==> src/rtl/timer_cnt_div.sv <==
// Timer counting stage: 2^div_val prescaler feeding a 64-bit counter with TDR byte-merge writes.
// Build option: define TIMER_HALT_EN to let halt_req freeze counting; otherwise halt_req is ignored.
module timer_cnt_div #(
  parameter int CNT_W   = 64,
  parameter int DIV_W   = 4,
  parameter int MAX_DIV = 8,
  parameter int INT_W   = 8
) (
  input  logic             clk,
  input  logic             rst_n,
  input  logic             timer_en,
  input  logic             timer_en_neg,
  input  logic             div_en,
  input  logic [DIV_W-1:0] div_val,
  input  logic             halt_req,
  input  logic             tdr0_wr_sel,
  input  logic             tdr1_wr_sel,
  input  logic [3:0]       pstrb,
  input  logic [31:0]      wdata,
  output logic [CNT_W-1:0] cnt,
  output logic             cnt_en
);

  logic [CNT_W-1:0] cnt_q, cnt_d;
  logic [INT_W-1:0] int_cnt_q, int_cnt_d;
  logic             halt;
  logic             active;
  logic [DIV_W-1:0] div_eff;
  logic [INT_W:0]   pow2;
  logic [INT_W-1:0] limit;
  logic             at_limit;
  logic             tdr_wr;
  logic [CNT_W/8-1:0] byte_we;
  logic [CNT_W-1:0] wr_cnt;

`ifdef TIMER_HALT_EN
  assign halt = halt_req;
`else
  logic unused_halt_req;
  assign unused_halt_req = halt_req;
  assign halt = 1'b0;
`endif

  assign active = timer_en & ~halt;

  // Out-of-range selects saturate at the largest legal ratio.
  assign div_eff  = (div_val > DIV_W'(MAX_DIV)) ? DIV_W'(MAX_DIV) : div_val;
  assign pow2     = (INT_W+1)'(1) << div_eff;
  assign limit    = pow2[INT_W-1:0] - INT_W'(1);
  assign at_limit = (int_cnt_q == limit);

  assign cnt_en = (~div_en || (div_eff == '0)) ? active : (active & at_limit);

  always_comb begin
    int_cnt_d = int_cnt_q;
    if (~timer_en || timer_en_neg) begin
      int_cnt_d = '0;
    end else if (halt) begin
      int_cnt_d = int_cnt_q;
    end else if (~div_en) begin
      int_cnt_d = '0;
    end else if (at_limit) begin
      int_cnt_d = '0;
    end else begin
      int_cnt_d = int_cnt_q + INT_W'(1);
    end
  end

  // Bytes 0-3 belong to TDR0, bytes 4-7 to TDR1; both share the same strobe lanes.
  assign tdr_wr = tdr0_wr_sel | tdr1_wr_sel;

  genvar gi;
  generate
    for (gi = 0; gi < CNT_W/8; gi++) begin : g_byte
      localparam int LANE = gi % 4;
      if (gi < 4) begin : g_lo
        assign byte_we[gi] = tdr0_wr_sel & pstrb[LANE];
      end else begin : g_hi
        assign byte_we[gi] = tdr1_wr_sel & pstrb[LANE];
      end
      assign wr_cnt[gi*8 +: 8] = byte_we[gi] ? wdata[LANE*8 +: 8] : cnt_q[gi*8 +: 8];
    end
  endgenerate

  always_comb begin
    cnt_d = cnt_q;
    if (timer_en_neg) begin
      cnt_d = '0;
    end else if (tdr_wr) begin
      cnt_d = wr_cnt;
    end else if (cnt_en) begin
      cnt_d = cnt_q + CNT_W'(1);
    end
  end

  always_ff @(posedge clk or negedge rst_n) begin
    if (!rst_n) begin
      cnt_q     <= '0;
      int_cnt_q <= '0;
    end else begin
      cnt_q     <= cnt_d;
      int_cnt_q <= int_cnt_d;
    end
  end

  assign cnt = cnt_q;

endmodule

==> config.mk <==
export PLATFORM = sky130hd
export DESIGN_NAME = timer_cnt_div
export DESIGN_NICKNAME = d
export VERILOG_FILES = /design/src/rtl/timer_cnt_div.sv
export SDC_FILE = /design/constraint.sdc
export NUM_CORES = 1
export LEC_CHECK = 0
export ABC_AREA = 1
export BUFFER_PORTS_ARGS = -buffer_cell sky130_fd_sc_hd__buf_2
export CAP_MARGIN = 20
export CORE_MARGIN = 2
export CORE_UTILIZATION = 40
export CTS_CLUSTER_DIAMETER = 100
export CTS_CLUSTER_SIZE = 20
export DETAILED_ROUTE_END_ITERATION = 10
export GPL_TIMING_DRIVEN = 1
export PLACE_DENSITY_LB_ADDON = 0.15
export SYNTH_ARGS = -nofsm -noshare
export SYNTH_HDL_FRONTEND = slang
export SYNTH_SLANG_ARGS = --single-unit
==> constraint.sdc <==
create_clock -name clk -period 4 [get_ports clk]
set_input_delay 0.4 -clock clk [delete_from_list [all_inputs] [get_ports clk]]
set_output_delay 0.4 -clock clk [all_outputs]
set_load 0.005 [all_outputs]
==> out/results.ini <==
[status]
status=completed

[final_layout]
layout-drive-gt1-share=0.142
nets=1105
fin_cells=1239
area_delta_synth_final_pct=18.2
fillers=1528

[logic_synthesis]
ys_ff_latch=72
yosys.area.top_type=dfrtp_1
yosys.area_share.xor_xnor=0.0606
syn_inst=946
synthMuxAreaShare=0
ys_seq_area_frac=0.311
yosysTopAreaCellShare=0.311
synth_cell_type_count=28
ys_warn_count=0
ys_async_sr_fraction=1.00
synth_compound_area_frac=0.105
yosys.area_share.adder=0.00649
avgSynthCellArea_um2=6.11
syn_nets=997
synth_area_leaders=dfrtp_1 31%, nand2_1 22%, nor2_1 9.4%, nand3_1 8.7%, xor2_1 5.1%
ys_top_cells_by_count=335 x nand2_1, 145 x nor2_1, 101 x nand3_1, 72 x dfrtp_1, 69 x inv_1
synthFlopType=dfrtp_1
yosys.area_share.simple=0.451
synth_edf_count=0
synth_top_family_by_area=simple AND/OR/NAND/NOR gates
yosysMostFrequentCell=nand2_1
netlist_area_mm2=0.00578

[timing]
slew_viol_final=0
period_share=0.678
setup_viol=0
skew_ns=0.00560
finalSetupTns_ns=0
clock.fmax_mhz=369
worstMarginPinSlew_ns=1.02
setup_ws_ns=1.29
maxSlewHeadroom=0.312
period_minus_slack_ns=2.71
rsz0062_at_grt=false
hold_violations=0

[worst_setup_path]
critPathMostFrequentCell=nand2_1
cpLargestDelayFamily=simple AND/OR/NAND/NOR gates
r2r-start=cnt[0]$_DFFE_PN0P_
path_buf_inv=1
r2r_cells=11
timing.rr.end=cnt[52]$_DFFE_PN0P_
endpoint_kind=register
crit_path_top_delay_cell=nor3_1
crit_chain=ha_1, nand2_1, nor2_2, inv_1, nor3_1, nand3_1, nand2_1, nand2_1, a21oi_1, nand3_1, nand2_1
path_class=register to register
slowest_delay_ns=0.72
rrSetupSlack_ns=1.29
arrival_ns=3.00
worstPathRequired_ns=4.29
start_kind=register
critPathMaxFanout=7

[grt]
grt_use_total=0.278
grt_pass1_vias=6071
overflow=0
grt_pass1_wl_mm=33.5
grt_max_degree=73
antenna_found_initial=1

[clock_tree]
cts_tree=built
cts_max_level=3
cts_resized=0
cts_root_buf=clkbuf_16
cts_buffers=9
clk_path_buf_depth=2
cts.sink_count=72
postCtsHoldBufs=0
clk_pin_slew_ns=0.06
postCtsSetupBuffers=0
clk_latency_ns=0.35

[placement]
dp_hpwl_mm=17.1
gp_routability_congestion=0.986
port_buffers=111
place_ws_ns=1.01
dpl.cell_count=1223

[pwr]
ir_drop_mv=0.178
p_int_mw=1.56
switchingPower_uw=725
clkPwrFrac=0.391
p_comb_frac=0.199
power-per-cell-area_mw_per_mm2=334
power.total_mw=2.28
p_sw_frac=0.318
seqPwrFrac=0.409
p_leak_nw=3.23

[die]
die_w_um=124
core_mm2=0.0140
die_y_um=124
rows=43
dieArea_mm2=0.0154
start_util=0.414
ios=113

[routing]
drc=0
vias=6560
firstDrtPassIters=7
drt_wl_total_mm=21.4
first_iter_violations=556
via_per_inst=5.29
ant_nets=0
wl_per_cell_um=17.2

[min_path]
hold_class=input pin to asynchronous set/reset pin

[flow_run]
cap_viol_max_count=0

layout by cell type (no fill, tap or decap), types with 8 or more instances in the layout:
cell type	instances
o21bai_1	9
nand4_1	10
dfrtp_1	72
o21ai_0	42
nor3_1	12
xor2_1	34
buf_2	110
nand3_1	101
a21oi_1	53
o21ai_1	8
nand2_1	335
nor2_1	145
clkbuf_16	9
inv_1	69
power groups by stage:
stage / combinational, mW / clock [mW] / sequential [mW]
floorplan: 0.261 / 0 / 0.908
global placement: 0.451 / 0 / 0.942
detailed placement: 0.453 / 0 / 0.943
CTS: 0.456 / 0.897 / 0.931
global route: 0.513 / 0.929 / 0.948
finish: 0.455 / 0.893 / 0.934
cells by family (layout without fill, tap and decap cells):
| group | after synthesis | after routing |
|---|---|---|
| buf+inv | 91 | 203 |
| xor+xnor | 40 | 40 |
| fa+ha+maj | 3 | 3 |
| other cells | 0 | 1 |
| compound gates | 115 | 115 |
| simple gates | 625 | 625 |
| flops | 72 | 72 |
registers in the layout (all words and copies together) (netlist names):
name and cells:
cnt 64, int_cnt_q 8
metrics by stage:
step                      instance area [um^2]  utilization  hold WS [ns]
after detailed placement                  6520        0.466         0.521
final                                     6840        0.489         0.169
after global routing                      6840        0.489         0.284
after CTS                                 6840        0.489         0.235
after global placement                    6520        0.466         0.518
after floorplan                           5780            -         0.104
worst max path at each step:
stage	to	cells past startpoint	slack, ns	from
CTS	cnt[57]$_DFFE_PN0P_	19	1.36	div_val[1]
global placement	cnt[63]$_DFFE_PN0P_	19	0.98	div_val[1]
detailed placement	cnt[57]$_DFFE_PN0P_	19	1.01	div_val[1]
finish	cnt[52]$_DFFE_PN0P_	11	1.29	cnt[0]$_DFFE_PN0P_
floorplan	cnt[0]$_DFFE_PN0P_	18	1.79	div_val[1]
global route	cnt[34]$_DFFE_PN0P_	18	1.04	div_val[1]
layout make-up:
type | count | area (um^2) | share of cell area
flip-flops and latches | 72 | 1800 | 0.263
multi-input cells | 783 | 3610 | 0.528
inverters | 72 | 270 | 0.0395
well taps | 180 | 225 | 0.0329
diodes | 1 | 2.50 | 0.000366
repair buffers | 116 | 608 | 0.0889
clock inverters | 3 | 65.1 | 0.00951
clock buffers | 12 | 256 | 0.0375
routing by layer:
metal	global-route usage	routed length [um]	vias up
met1	0.414	10000	3006
met2	0.415	9240	269
met5	0	0	-
li1	-	-	3260
met4	0.0846	413	0
met3	0.0408	1660	25
Power figures use the tool's default switching activity.
